## config.mk

```make
export PLATFORM = sky130hd
export DESIGN_NAME = vga_timing_gen_flat
export DESIGN_NICKNAME = d
export VERILOG_FILES = /design/src/rtl/vga_timing_gen_pkg.sv /design/src/rtl/vga_timing_gen_if.sv /design/src/rtl/vga_timing_gen_pipe_delay.sv /design/src/rtl/vga_timing_gen.sv /design/src/flat_wrapper.sv
export SDC_FILE = /design/constraint.sdc
export NUM_CORES = 1
export LEC_CHECK = 0
export CORE_MARGIN = 3
export CORE_UTILIZATION = 53
export CTS_BUF_LIST = sky130_fd_sc_hd__clkbuf_8
export CTS_CLUSTER_SIZE = 8
export DETAILED_ROUTE_END_ITERATION = 12
export MAX_ROUTING_LAYER = met4
export PLACE_DENSITY = 0.9
export SLEW_MARGIN = 5
export SYNTH_ARGS = -nofsm -noshare
export SYNTH_HDL_FRONTEND = slang
export SYNTH_HIERARCHICAL = 1
export SYNTH_SLANG_ARGS = --single-unit
```

## constraint.sdc

```tcl
create_clock -name clk -period 2.4 [get_ports clk]
set_input_delay 0.24 -clock clk [delete_from_list [all_inputs] [get_ports clk]]
set_output_delay 0.24 -clock clk [all_outputs]
set_load 0.02 [all_outputs]
```

## src/rtl/vga_timing_gen_pkg.sv

```systemverilog
// -----------------------------------------------------------------------------
// vga_pkg
// Shared definitions for the VGA raster timing generator:
//   - default 640x480@60 timing constants (horizontal in pixels, vertical in
//     lines) and default sync polarities
//   - vga_ctrl_t, the {hsync, vsync, blank_b} bundle carried by the delay line
//   - vga_total(), which sums the four segments of a line or a frame
// -----------------------------------------------------------------------------
package vga_pkg;

    localparam int VGA_H_ACTIVE = 640;
    localparam int VGA_H_FP     = 16;
    localparam int VGA_H_SYNC   = 96;
    localparam int VGA_H_BP     = 48;

    localparam int VGA_V_ACTIVE = 480;
    localparam int VGA_V_FP     = 10;
    localparam int VGA_V_SYNC   = 2;
    localparam int VGA_V_BP     = 33;

    localparam bit VGA_HSYNC_POL = 1'b0;
    localparam bit VGA_VSYNC_POL = 1'b0;

    typedef struct packed {
        logic hsync;
        logic vsync;
        logic blank_b;
    } vga_ctrl_t;

    function automatic int vga_total(input int active, input int fp,
                                     input int sync, input int bp);
        return active + fp + sync + bp;
    endfunction

endpackage

```

## src/rtl/vga_timing_gen_if.sv

```systemverilog
// -----------------------------------------------------------------------------
// vga_timing_gen_if
// Bundles the pixel enable and all raster outputs of vga_timing_gen.
//   en                      : pixel enable (consumer -> generator)
//   x, y                    : undelayed pixel counters
//   active, line_start,
//   frame_start             : undelayed decodes of x/y
//   hsync, vsync, blank_b   : sync/blank delayed to match the pixel read path
// modport master : the timing generator
// modport slave  : the consumer (frame-buffer read port / pin driver)
// -----------------------------------------------------------------------------
interface vga_timing_gen_if #(
    parameter int XW = 10,
    parameter int YW = 10
);

    logic          en;
    logic [XW-1:0] x;
    logic [YW-1:0] y;
    logic          active;
    logic          line_start;
    logic          frame_start;
    logic          hsync;
    logic          vsync;
    logic          blank_b;

    modport master (
        input  en,
        output x, y, active, line_start, frame_start, hsync, vsync, blank_b
    );

    modport slave (
        output en,
        input  x, y, active, line_start, frame_start, hsync, vsync, blank_b
    );

endinterface

```

## src/rtl/vga_timing_gen_pipe_delay.sv

```systemverilog
// -----------------------------------------------------------------------------
// pipe_delay
// Enable-gated delay line, DEPTH stages of WIDTH bits. The line shifts only on
// cycles with en=1 and holds otherwise. Synchronous reset loads every stage
// with RESET_VAL so nothing stale emerges after a reset. DEPTH=0 is a wire.
// Ports:
//   clk, reset : clock, synchronous active-high reset
//   en         : shift enable
//   d          : input word
//   q          : d delayed by DEPTH enabled cycles
//   RESET_VAL  : value loaded into every stage on reset
// -----------------------------------------------------------------------------
module pipe_delay #(
    parameter int WIDTH = 1,
    parameter int DEPTH = 1
) (
    input  logic             clk,
    input  logic             reset,
    input  logic             en,
    input  logic [WIDTH-1:0] d,
    output logic [WIDTH-1:0] q,
    input  logic [WIDTH-1:0] RESET_VAL
);

    generate
        if (DEPTH == 0) begin : g_wire
            logic unused_ctrl;
            assign unused_ctrl = ^{clk, reset, en, RESET_VAL};
            assign q = d;
        end else begin : g_regs
            logic [WIDTH-1:0] stage_q [DEPTH];
            logic [WIDTH-1:0] stage_d [DEPTH];

            always_comb begin
                for (int i = 0; i < DEPTH; i++) begin
                    stage_d[i] = stage_q[i];
                end
                if (en) begin
                    stage_d[0] = d;
                    for (int i = 1; i < DEPTH; i++) begin
                        stage_d[i] = stage_q[i-1];
                    end
                end
            end

            always_ff @(posedge clk) begin
                for (int i = 0; i < DEPTH; i++) begin
                    if (reset) begin
                        stage_q[i] <= RESET_VAL;
                    end else begin
                        stage_q[i] <= stage_d[i];
                    end
                end
            end

            assign q = stage_q[DEPTH-1];
        end
    endgenerate

endmodule

```

## src/rtl/vga_timing_gen.sv

```systemverilog
// -----------------------------------------------------------------------------
// vga_timing_gen
// Parametrised VGA raster timing generator. x counts pixels across a line,
// y counts lines down a frame; both advance only on pixel-enable cycles.
// Sync and blank are decoded from x/y and then delayed PIPE enabled cycles so
// they line up with a pixel store addressed by the undelayed x/y.
// Ports:
//   clk   : pixel clock
//   reset : synchronous, active-high
//   vif   : master side of vga_timing_gen_if (en in; x, y, active,
//           line_start, frame_start, hsync, vsync, blank_b out)
// -----------------------------------------------------------------------------
module vga_timing_gen
    import vga_pkg::*;
#(
    parameter int H_ACTIVE  = VGA_H_ACTIVE,
    parameter int H_FP      = VGA_H_FP,
    parameter int H_SYNC    = VGA_H_SYNC,
    parameter int H_BP      = VGA_H_BP,
    parameter int V_ACTIVE  = VGA_V_ACTIVE,
    parameter int V_FP      = VGA_V_FP,
    parameter int V_SYNC    = VGA_V_SYNC,
    parameter int V_BP      = VGA_V_BP,
    parameter bit HSYNC_POL = VGA_HSYNC_POL,
    parameter bit VSYNC_POL = VGA_VSYNC_POL,
    parameter int PIPE      = 2,
    parameter int XW        = 10,
    parameter int YW        = 10
) (
    input  logic             clk,
    input  logic             reset,
    vga_timing_gen_if.master vif
);

    localparam int H_TOTAL  = vga_total(H_ACTIVE, H_FP, H_SYNC, H_BP);
    localparam int V_TOTAL  = vga_total(V_ACTIVE, V_FP, V_SYNC, V_BP);
    localparam int HS_START = H_ACTIVE + H_FP;
    localparam int HS_END   = HS_START + H_SYNC;
    localparam int VS_START = V_ACTIVE + V_FP;
    localparam int VS_END   = VS_START + V_SYNC;

    // Every boundary is strictly below the total because the back porch is
    // non-zero, so all of them fit in XW/YW bits.
    localparam logic [XW-1:0] X_LAST     = XW'(H_TOTAL - 1);
    localparam logic [XW-1:0] X_ACT_END  = XW'(H_ACTIVE);
    localparam logic [XW-1:0] X_HS_START = XW'(HS_START);
    localparam logic [XW-1:0] X_HS_END   = XW'(HS_END);
    localparam logic [YW-1:0] Y_LAST     = YW'(V_TOTAL - 1);
    localparam logic [YW-1:0] Y_ACT_END  = YW'(V_ACTIVE);
    localparam logic [YW-1:0] Y_VS_START = YW'(VS_START);
    localparam logic [YW-1:0] Y_VS_END   = YW'(VS_END);

    // Deasserted syncs and blanked video: the reset value of every delay stage.
    localparam vga_ctrl_t CTRL_IDLE = '{hsync: ~HSYNC_POL, vsync: ~VSYNC_POL, blank_b: 1'b0};

    generate
        if (H_ACTIVE == 0 || H_FP == 0 || H_SYNC == 0 || H_BP == 0 ||
            V_ACTIVE == 0 || V_FP == 0 || V_SYNC == 0 || V_BP == 0) begin : g_bad_timing
            $error("vga_timing_gen: every active/porch/sync width must be non-zero");
        end
        if (PIPE < 0 || PIPE > 8) begin : g_bad_pipe
            $error("vga_timing_gen: PIPE must be in 0..8");
        end
        if (XW < 1 || XW > 30 || H_TOTAL > (1 << XW)) begin : g_bad_xw
            $error("vga_timing_gen: XW too narrow for H_TOTAL");
        end
        if (YW < 1 || YW > 30 || V_TOTAL > (1 << YW)) begin : g_bad_yw
            $error("vga_timing_gen: YW too narrow for V_TOTAL");
        end
    endgenerate

    logic [XW-1:0] x_q, x_d;
    logic [YW-1:0] y_q, y_d;

    // y steps only on the x wrap, so both counters roll over together at the
    // end of the frame.
    always_comb begin
        x_d = x_q;
        y_d = y_q;
        if (vif.en) begin
            if (x_q == X_LAST) begin
                x_d = '0;
                y_d = (y_q == Y_LAST) ? '0 : y_q + 1'b1;
            end else begin
                x_d = x_q + 1'b1;
            end
        end
    end

    always_ff @(posedge clk) begin
        if (reset) begin
            x_q <= '0;
            y_q <= '0;
        end else begin
            x_q <= x_d;
            y_q <= y_d;
        end
    end

    logic      active;
    logic      h_in_sync;
    logic      v_in_sync;
    vga_ctrl_t ctrl_raw;
    vga_ctrl_t ctrl_dly;

    assign active    = (x_q < X_ACT_END) && (y_q < Y_ACT_END);
    assign h_in_sync = (x_q >= X_HS_START) && (x_q < X_HS_END);
    // vsync spans whole lines, so it depends on y only.
    assign v_in_sync = (y_q >= Y_VS_START) && (y_q < Y_VS_END);

    always_comb begin
        ctrl_raw.hsync   = h_in_sync ? HSYNC_POL : ~HSYNC_POL;
        ctrl_raw.vsync   = v_in_sync ? VSYNC_POL : ~VSYNC_POL;
        ctrl_raw.blank_b = active;
    end

    pipe_delay #(
        .WIDTH ($bits(vga_ctrl_t)),
        .DEPTH (PIPE)
    ) u_pipe (
        .clk       (clk),
        .reset     (reset),
        .en        (vif.en),
        .d         (ctrl_raw),
        .q         (ctrl_dly),
        .RESET_VAL (CTRL_IDLE)
    );

    assign vif.x           = x_q;
    assign vif.y           = y_q;
    assign vif.active      = active;
    assign vif.line_start  = (x_q == '0);
    assign vif.frame_start = (x_q == '0) && (y_q == '0);
    assign vif.hsync       = ctrl_dly.hsync;
    assign vif.vsync       = ctrl_dly.vsync;
    assign vif.blank_b     = ctrl_dly.blank_b;

endmodule

```

## src/flat_wrapper.sv

```systemverilog
// flat-port wrapper written by rule: the top's interface ports become plain ports
module vga_timing_gen_flat import vga_pkg::*;
#(
    parameter int H_ACTIVE  = VGA_H_ACTIVE,
    parameter int H_FP      = VGA_H_FP,
    parameter int H_SYNC    = VGA_H_SYNC,
    parameter int H_BP      = VGA_H_BP,
    parameter int V_ACTIVE  = VGA_V_ACTIVE,
    parameter int V_FP      = VGA_V_FP,
    parameter int V_SYNC    = VGA_V_SYNC,
    parameter int V_BP      = VGA_V_BP,
    parameter bit HSYNC_POL = VGA_HSYNC_POL,
    parameter bit VSYNC_POL = VGA_VSYNC_POL,
    parameter int PIPE      = 2,
    parameter int XW        = 10,
    parameter int YW        = 10
)
  (clk, reset, vif_en, vif_x, vif_y, vif_active, vif_line_start, vif_frame_start, vif_hsync, vif_vsync, vif_blank_b);
  vga_timing_gen_if #(.XW(XW), .YW(YW)) vif_i ();
  input  logic clk;
  input  logic reset;
  input wire logic [$bits(vif_i.en)-1:0] vif_en;
  output wire logic [$bits(vif_i.x)-1:0] vif_x;
  output wire logic [$bits(vif_i.y)-1:0] vif_y;
  output wire logic [$bits(vif_i.active)-1:0] vif_active;
  output wire logic [$bits(vif_i.line_start)-1:0] vif_line_start;
  output wire logic [$bits(vif_i.frame_start)-1:0] vif_frame_start;
  output wire logic [$bits(vif_i.hsync)-1:0] vif_hsync;
  output wire logic [$bits(vif_i.vsync)-1:0] vif_vsync;
  output wire logic [$bits(vif_i.blank_b)-1:0] vif_blank_b;
  assign vif_i.en = vif_en;
  assign vif_x = vif_i.x;
  assign vif_y = vif_i.y;
  assign vif_active = vif_i.active;
  assign vif_line_start = vif_i.line_start;
  assign vif_frame_start = vif_i.frame_start;
  assign vif_hsync = vif_i.hsync;
  assign vif_vsync = vif_i.vsync;
  assign vif_blank_b = vif_i.blank_b;
  vga_timing_gen #(.H_ACTIVE(H_ACTIVE), .H_FP(H_FP), .H_SYNC(H_SYNC), .H_BP(H_BP), .V_ACTIVE(V_ACTIVE), .V_FP(V_FP), .V_SYNC(V_SYNC), .V_BP(V_BP), .HSYNC_POL(HSYNC_POL), .VSYNC_POL(VSYNC_POL), .PIPE(PIPE), .XW(XW), .YW(YW)) u_core (.clk(clk), .reset(reset), .vif(vif_i));
endmodule
```

[After elaboration in Yosys (flattened, before gate mapping)]
Memories as Yosys holds them, arrays and structs flattened.
Cells that the tools add are included.
Storage, ports and cells
  bits in registers: 20
  bits in writable memories: 6
  output and inout bits: 26
  logic and storage cells: 32
  memories kept: 1
Operators by class
  add/sub/neg operators: 2
  order comparisons: 6
  equal/unequal tests: 2
  mux-type cells: 10
  bitwise logic cells: 2
  reduce and logical (&&, ||, !) cells: 7
Memory list
  u_core.u_pipe.g_regs.stage_q: depth 2, bits a word 3, read ports 2, clocked after memory_dff 0, write ports 2, line vga_timing_gen_pipe_delay.sv:31  | logic [WIDTH-1:0] stage_q [DEPTH];
Operator list (number)
  $add A10 B1 Y10 const B: 2
  $eq A10 B10 Y1 const B: 2
  $logic_not A10 Y1: 2
  $lt A10 B10 Y1 const B: 2
  $lt A10 B9 Y1 const B: 2
  $mux W10: 2
  $ge A10 B10 Y1 const B: 1
  $ge A10 B9 Y1 const B: 1
  $mux W3: 2
  $mux W6: 1
  $mux W1: 5
  $logic_and A1 B1 Y1: 4
  $or A1 B1 Y1: 2
  $reduce_and A2 Y1: 1

[Longest topological paths before layout]
Gate-level depths: netlist (run 1).
  depth after elaboration: 5
  mapped depth: 6
  gate-level depth less buffers: 6

[Modules after synthesis]
The synthesis (run 1) kept the hierarchy.
By module, submodules not included
  vga_timing_gen: instances 1, cells each 132, area an instance 1172.4 um2, sequential area each 400.4 um2
  pipe_delay: instances 1, cells each 14, area an instance 287.8 um2, sequential area each 180.2 um2

[Least setup slack after synthesis (run 1)]
Ideal clock, no wire load.
  path kind: register -> output
  start point: register u_core.x_q[0] (netlist: u_core/vif.x[0])
  end point: output vif_frame_start
  arrival time: 1.785 ns
  required time: 2.160 ns
  setup slack: 0.375 ns
  cell stages (with the launch flop): 7
  path buffers: 0
  cell sequence: dfxtp_1 inv_1 ha_1 nor4b_1 nand2_1 nor3_1 and4_1
Between the ends
  cells in the longest elaborated chain, start to end: 2
RTL lines
  from (decl): line vga_timing_gen.sv:72  | logic [XW-1:0] x_q, x_d;
  from (signal assigned): line vga_timing_gen.sv:92  | x_q <= '0;
  from (signal assigned): line vga_timing_gen.sv:95  | x_q <= x_d;
  $logic_not A10 Y1
  net vif_line_start: line flat_wrapper.sv:26  | output wire logic [$bits(vif_i.line_start)-1:0] vif_line_start;
  $logic_and A1 B1 Y1: line vga_timing_gen.sv:133  | assign vif.frame_start = (x_q == '0) && (y_q == '0);
  to (decl): line flat_wrapper.sv:27  | output wire logic [$bits(vif_i.frame_start)-1:0] vif_frame_start;
The timed path passes the listed nets, and every way through them passes these cells.

[Worst setup path in the final report (run 1)]
  start point: register u_core.x_q[0] (netlist: u_core/vif.x[0])
  end point: output vif_line_start
Between the ends
  cells in the longest elaborated chain, start to end: 1
RTL lines
  $logic_not A10 Y1: line vga_timing_gen.sv:132  | assign vif.line_start = (x_q == '0);
  to (decl): line flat_wrapper.sv:26
No other way between the ends.

==> results of run 1 <==
## power groups by stage
stage	Clock [mW]	Sequential [mW]	Combinational, mW
detailed placement	0	0.478	0.0961
global placement	0	0.477	0.0946
finish	0.284	0.468	0.0962
global route	0.312	0.470	0.103
floorplan	0	0.487	0.0495
CTS	0.285	0.468	0.0959
## metal layers
layer / vias up / GRT usage / part of all wire / wire length (um)
li1: 597 / - / - / -
met3: 6 / 0.0285 / 0.060 / 216
met1: 629 / 0.294 / 0.42 / 1500
met2: 68 / 0.370 / 0.51 / 1810
met4: 0 / 0.0828 / 0.013 / 46
met5: - / - / 0 / 0
## layout make-up
| type | count | area, um2 |
|---|---|---|
| Multi-Input combinational cell | 111 | 822 |
| Sequential cell | 26 | 581 |
| Fill cell | 182 | 709 |
| Clock buffer | 4 | 55.1 |
| Inverter | 6 | 23.8 |
| Tap cell | 30 | 37.5 |
| Timing Repair Buffer | 33 | 317 |
## worst min-delay path, stage by stage, from the launching register on
cell	delay, ns
sky130_fd_sc_hd__dfxtp_1	0.35
sky130_fd_sc_hd__o31ai_1	0.08
sky130_fd_sc_hd__a21oi_1	0.06
## registers in the layout, summed over array words and instances, names as in the netlist
name                          count
u_core/vif.y                     10
u_core/vif.x                     10
u_core/u_pipe/g_regs.stage_q      6
## per-stage QoR
step	power (mW)	worst slack [ns]	instance area [um2]	hold WS, ns
2_1_floorplan	0.537	0.375	1480	0.343
3_3_place_gp	0.571	0.295	1780	0.502
3_5_place_dp	0.574	0.201	1780	0.524
4_1_cts	0.850	0.146	1840	0.542
5_1_grt	0.885	0.0425	1840	0.573
6_report	0.848	0.156	1840	0.535
## cells in the final DEF (no fill, tap or decap), types with 2 or more instances in the layout
| cell | count |
|---|---|
| sky130_fd_sc_hd__ha_1 | 4 |
| sky130_fd_sc_hd__nor3_2 | 2 |
| sky130_fd_sc_hd__nand4_1 | 3 |
| sky130_fd_sc_hd__edfxtp_1 | 6 |
| sky130_fd_sc_hd__o21ai_0 | 2 |
| sky130_fd_sc_hd__and4_1 | 4 |
| sky130_fd_sc_hd__nand4b_1 | 2 |
| sky130_fd_sc_hd__buf_4 | 5 |
| sky130_fd_sc_hd__clkdlybuf4s50_1 | 27 |
| sky130_fd_sc_hd__nor2_1 | 8 |
| sky130_fd_sc_hd__or3_1 | 2 |
| sky130_fd_sc_hd__or2_1 | 2 |
| sky130_fd_sc_hd__nand3_1 | 10 |
| sky130_fd_sc_hd__xor2_1 | 6 |
| sky130_fd_sc_hd__a21oi_1 | 6 |
| sky130_fd_sc_hd__or4_1 | 5 |
| sky130_fd_sc_hd__dfxtp_1 | 20 |
| sky130_fd_sc_hd__xnor2_1 | 6 |
| sky130_fd_sc_hd__nand2_1 | 5 |
| sky130_fd_sc_hd__mux2_4 | 6 |
| sky130_fd_sc_hd__nor3_1 | 8 |
| sky130_fd_sc_hd__nor4_1 | 3 |
| sky130_fd_sc_hd__clkbuf_8 | 4 |
| sky130_fd_sc_hd__conb_1 | 6 |
| sky130_fd_sc_hd__o31ai_1 | 6 |
| sky130_fd_sc_hd__inv_1 | 5 |
## worst max-delay path by stage
stage	start	end	slack, ns	cells past startpoint
floorplan	u_core/vif.x[0]$_SDFFE_PP0P_	vif_frame_start	0.38	6
global placement	u_core/vif.x[0]$_SDFFE_PP0P_	vif_frame_start	0.29	7
detailed placement	u_core/vif.x[0]$_SDFFE_PP0P_	vif_frame_start	0.20	7
CTS	u_core/vif.x[0]$_SDFFE_PP0P_	vif_line_start	0.15	6
global route	u_core/vif.x[0]$_SDFFE_PP0P_	vif_line_start	0.04	6
finish	u_core/vif.x[0]$_SDFFE_PP0P_	vif_line_start	0.16	6
## what timing repair did
| action | CTS | global route |
|---|---|---|
| hold buffers | 0 | 0 |
| setup endpoints to repair | 1 | 0 |
| resized for setup | 2 | 0 |
## cell families after synthesis
family / share of synthesized area
mux: 0.0617
flops: 0.398
fa+ha+maj: 0.0343
other cells: 0.00514
xor+xnor: 0.0720
compound gates: 0.0711
buf+inv: 0.0531
simple gates: 0.305
==> metrics.csv, run 1 <==
metric;value;unit
asyncSetResetFlopFracSynth;0;
grt_pass1_wl;5890;um
largest_net_degree_at_the_start_of_global_routing;15;
path_cells;inv_1 -> ha_1 -> nor4b_1 -> nand2_1 -> nor3_2 -> clkdlybuf4s50_1;
max-vdd-ir-drop;0.000434;V
worstMarginPinSlew;0.623;ns
slowest_delay;0.65;ns
startpoint_class_of_the_critical_path;flip-flop;
timing.final.hold_violations;0;
synth_seq_area_share;0.398;
crit-reg2reg-launch;u_core/vif.x[0]$_SDFFE_PP0P_;
grt_pass1_vias;1214;
syn_to_final_growth;25.7;%
yosys_warnings;6;
clock_insertion_delay_worst_skew;0.27;ns
power.share.clock;0.335;
setup.worst_path.end_class;output port;
clkSlewWorstSetupHoldPaths;0.09;ns
timing.setup.critical_path_class;reg2out;
tritoncts_clock_tree;done;
ys_seq_elements;26;
via_count;1300;
worst-path-buf-inv;2;
worst_ep_required_time;2.16;ns
timing.setup.tns;0;ns
layout_min_cycle_time;2.24;ns
synthCells;146;
synth_commonest_cells;sky130_fd_sc_hd__dfxtp_1, sky130_fd_sc_hd__nand3_1, sky130_fd_sc_hd__nor3_1, sky130_fd_sc_hd__nor2_1;
insertedDiodeCount;0;
holdPathEnd;u_core/vif.y[8]$_SDFFE_PP0P_;
regToRegSetupSlack;0.48;ns
synth_area_leader_cell;sky130_fd_sc_hd__dfxtp_1;
intPower;654;uW
crit_path_max_fanout;5;
antenna_found_initial;0;
placeableCoreArea;2540;um2
worst_path_arrival;2.00;ns
post_synth_instance_area;1460;um2
dr.pass1.iters;4;
run_status;finished clean;
synth_cell_types;43;
number_of_nets_in_the_final_layout;188;
cts.path.max_buffers;2;
place.port_buffers;28;
drive_gt1_frac;0.150;
route.detailed.vias_per_inst;6.19;
grt_overflow_total;0;
fin_crit_sh;0.935;
floorplan.initialDensity;0.574;
worst-r2r-cell-count;5;
p_sw;194;uW
finish_stage_setup_viols;0;
synth_top_area_frac;0.274;
power_per_cell_area;462;nW/um2
chipWidth;58.5;um
drcViolationCount;0;
reg2reg_to;u_core/vif.y[8]$_SDFFE_PP0P_;
timing.hold.worst.class;reg2reg;
synth_top_cells_by_area;sky130_fd_sc_hd__dfxtp_1, sky130_fd_sc_hd__edfxtp_1, sky130_fd_sc_hd__mux2_4;
pin_count;29;
cpLargestDelayFamily;buffers and inverters;
worst_clock_skew;0.00494;ns
cts_setup_buffers;0;
synth_ff_type;sky130_fd_sc_hd__dfxtp_1;
drt-total-wl;3580;um
layout.core_utilization;0.721;
synth_edf_count;6;
die_height;58.5;um
leakage;0.640;nW
cts_num_sinks;26;
grt_util_all_layers;0.229;
place.gp.congestion;0.894;
clockRootBuffer;sky130_fd_sc_hd__clkbuf_8;
avgSynthCellArea;10.0;um2
cts.htree.levels;1;
instances_no_fill;210;
worst_hold_path.num_cells;2;
placed_cells;206;
drtIter0Drc;71;
final_antenna_net_count;0;
maxCapViolCount;0;
fp-row-count;18;
min-delay-start;u_core/vif.y[8]$_SDFFE_PP0P_;
cts-buffers-inserted;3;
worst_slew_margin;0.583;
achievable-frequency;446;MHz
register_share_of_total_power;0.552;
fp.dieArea;3420;um2
share_comb_of_total_power;0.113;
netSwitchingFraction;0.228;
synth.most_common_cell;sky130_fd_sc_hd__dfxtp_1;
drv_slew;0;
rsz0062_at_grt;false;
critPathSlowestCell;sky130_fd_sc_hd__clkdlybuf4s50_1;
post_drt_wl_per_cell;17.1;um
dp_hpwl;2560;um
No activity file was read; power rests on OpenSTA's default activity.
==> run 2: changes to the inputs <==
--- a/config.mk
+++ b/config.mk
@@ -17,3 +17,4 @@
 export SYNTH_HDL_FRONTEND = slang
 export SYNTH_HIERARCHICAL = 1
 export SYNTH_SLANG_ARGS = --single-unit
+export TNS_END_PERCENT = 30
==> results of run 2 <==
Same layout as run 1: the final DEF is identical, and so are final timing and power.
==> run 3: changes to the inputs <==
--- a/config.mk
+++ b/config.mk
@@ -6,12 +6,12 @@
 export NUM_CORES = 1
 export LEC_CHECK = 0
 export CORE_MARGIN = 3
-export CORE_UTILIZATION = 53
+export CORE_UTILIZATION = 35
 export CTS_BUF_LIST = sky130_fd_sc_hd__clkbuf_8
 export CTS_CLUSTER_SIZE = 8
 export DETAILED_ROUTE_END_ITERATION = 12
 export MAX_ROUTING_LAYER = met4
-export PLACE_DENSITY = 0.9
+export PLACE_DENSITY = 0.66
 export SLEW_MARGIN = 5
 export SYNTH_ARGS = -nofsm -noshare
 export SYNTH_HDL_FRONTEND = slang
==> run 3 against run 2 <==
Power grew 10%. Worst hold slack improved by 0.0085 ns. Die area up 46%. Non-clock buffer count grew 1. First-iteration DRC count fell by 11%. Clock power rose by 30%. Wire length is 4.4% lower. Register-to-register slack got worse by 0.02 ns. Clock skew rose by 0.0061 ns. Critical endpoint unchanged.
==> metrics.csv, run 3 (synthesis gave the netlist of run 1 again) <==
metric;value;unit;change
run_status;finished clean;;unchanged
place.gp.congestion;0.859;;was 0.894
dp_hpwl;2470;um;was 2560 um
fin_crit_sh;0.943;;was 0.935
rsz0062_at_grt;false;;unchanged
cts.htree.levels;1;;unchanged
leakage;0.652;nW;was 0.640 nW
crit_path_max_fanout;5;;unchanged
grt_util_all_layers;0.144;;was 0.229
startpoint_class_of_the_critical_path;flip-flop;;unchanged
antenna_found_initial;0;;unchanged
syn_to_final_growth;28.9;%;was 25.7%
worst_clock_skew;0.0110;ns;was 0.00494 ns
netSwitchingFraction;0.217;;was 0.228
drive_gt1_frac;0.155;;was 0.150
post-route-worst-setup-slack;0.136;ns;was 0.156 ns
drtIter0Drc;63;;was 71
timing.hold.worst.class;reg2reg;;unchanged
floorplan.initialDensity;0.382;;was 0.574
worst-path-buf-inv;2;;unchanged
clockRootBuffer;sky130_fd_sc_hd__clkbuf_8;;unchanged
cts.path.max_buffers;2;;unchanged
power_per_cell_area;497;nW/um2;was 462 nW/um2
post_cts_resized;2;;unchanged
instances_no_fill;229;;was 210
largest_net_degree_at_the_start_of_global_routing;16;;was 15
fp.dieArea;4980;um2;was 3420 um2
via_count;1202;;was 1,300
layout_min_cycle_time;2.26;ns;was 2.24 ns
number_of_nets_in_the_final_layout;189;;was 188
pre_cts_ws;0.222;ns;was 0.201 ns
worst_path_arrival;2.02;ns;was 2.00 ns
grt_overflow_total;0;;unchanged
insertedDiodeCount;0;;unchanged
clkSlewWorstSetupHoldPaths;0.10;ns;was 0.09 ns
intPower;732;uW;was 654 uW
clock_insertion_delay_worst_skew;0.28;ns;was 0.27 ns
tritoncts_clock_tree;done;;unchanged
worst_slew_margin;0.527;;was 0.583
setup.worst_path.end_class;output port;;unchanged
leading_cell_type_in_the_layout_fill_and_taps_excluded;sky130_fd_sc_hd__clkdlybuf4s50_1;;unchanged
placeableCoreArea;3830;um2;was 2540 um2
critPathSlowestCell;sky130_fd_sc_hd__clkdlybuf4s50_1;;unchanged
drcViolationCount;0;;unchanged
share_comb_of_total_power;0.106;;was 0.113
cts-hold-fix-buffers;0;;unchanged
power.share.clock;0.395;;was 0.335
timing.setup.tns;0;ns;unchanged
cts_num_sinks;26;;unchanged
mostFrequentLayoutCells;sky130_fd_sc_hd__clkdlybuf4s50_1, sky130_fd_sc_hd__dfxtp_1, sky130_fd_sc_hd__nand3_1;;unchanged
maxCapViolCount;0;;unchanged
route.detailed.vias_per_inst;5.25;;was 6.19
finish_stage_setup_viols;0;;unchanged
final_antenna_net_count;0;;unchanged
fp-row-count;22;;was 18
drv_slew;0;;unchanged
design_power_total;935;uW;was 848 uW
max-vdd-ir-drop;0.000367;V;was 0.000434 V
cpLargestDelayFamily;buffers and inverters;;unchanged
pin_count;29;;unchanged
grt_pass1_wl;5620;um;was 5890 um
die_height;70.6;um;was 58.5 um
placed_cells;225;;was 206
timing.final.hold_violations;0;;unchanged
dr.pass1.iters;4;;unchanged
grt_pass1_vias;1155;;was 1,214
place.port_buffers;28;;unchanged
worst_ep_required_time;2.16;ns;about the same
cts_setup_buffers;0;;unchanged
post_drt_wl_per_cell;15.0;um;was 17.1 um
chipWidth;70.6;um;was 58.5 um
timing.setup.critical_path_class;reg2out;;unchanged
slowest_delay;0.65;ns;about the same
p_sw;203;uW;was 194 uW
cts-buffers-inserted;3;;unchanged
achievable-frequency;442;MHz;was 446 MHz
worstMarginPinSlew;0.707;ns;was 0.623 ns
path_cells;inv_1 -> ha_1 -> nor4b_1 -> nand2_1 -> nor3_2 -> clkdlybuf4s50_1;;unchanged
register_share_of_total_power;0.500;;was 0.552
drt-total-wl;3420;um;was 3580 um
==> run 3: cell count changes in the layout (fill, tap and decap cells not counted), sizes merged <==
cell,previous run,this run
buf,5,6
bufinv,0,1
clkbuf,4,3
==> run 3: path summary, 6_finish.rpt <==
kind | startpoint | endpoint | slack [ns] | cells past startpoint
setup / recovery | u_core/vif.x[0]$_SDFFE_PP0P_ | vif_line_start | 0.14 | 6
hold / removal | u_core/vif.y[7]$_SDFFE_PP0P_ | u_core/vif.y[7]$_SDFFE_PP0P_ | 0.54 | 2
setup reg to reg | u_core/vif.x[0]$_SDFFE_PP0P_ | u_core/vif.y[6]$_SDFFE_PP0P_ | 0.46 | 5
hold reg to reg | u_core/vif.y[7]$_SDFFE_PP0P_ | u_core/vif.y[7]$_SDFFE_PP0P_ | 0.54 | 2
==> run 3: metrics by stage <==
stage / hold slack [ns] / utilization / cell area [um2]
2_1_floorplan: 0.343 / - / 1480
3_3_place_gp: 0.497 / 0.472 / 1810
3_5_place_dp: 0.530 / 0.472 / 1810
4_1_cts: 0.544 / 0.492 / 1880
5_1_grt: 0.576 / 0.492 / 1880
6_report: 0.544 / 0.492 / 1880
==> run 3: cell type report <==
cell class	instances	area [um2]
fill	355	1940
multi-input combinational	111	822
timing repair buffer	34	324
clock inverter	1	30.0
sequential	26	581
clock buffer	3	41.3
inverter	6	23.8
tap	48	60.1
==> run 3: per-layer routing <==
| layer | up-vias | wire, um | global-route usage |
|---|---|---|---|
| met5 | - | 0 | - |
| met4 | 0 | 51 | 0.0564 |
| met3 | 4 | 112 | 0.0241 |
| met2 | 31 | 1650 | 0.221 |
| met1 | 567 | 1610 | 0.190 |
| li1 | 600 | - | - |
==> run 3: worst register-to-register path: cells and delay by family (launching register included) <==
kind	cells	cell delay (ns)
and+or+nand+nor	3	0.97
AOI/OAI and AO/OA	1	0.18
DFF	1	0.42
adders and majority gates	1	0.30
==> run 3: power groups by stage <==
stage | sequential, mW | combinational, mW | clock (mW)
finish | 0.467 | 0.0987 | 0.369
global route | 0.469 | 0.106 | 0.391
CTS | 0.468 | 0.0994 | 0.374
detailed placement | 0.478 | 0.0999 | 0
global placement | 0.477 | 0.0977 | 0
floorplan | 0.487 | 0.0495 | 0
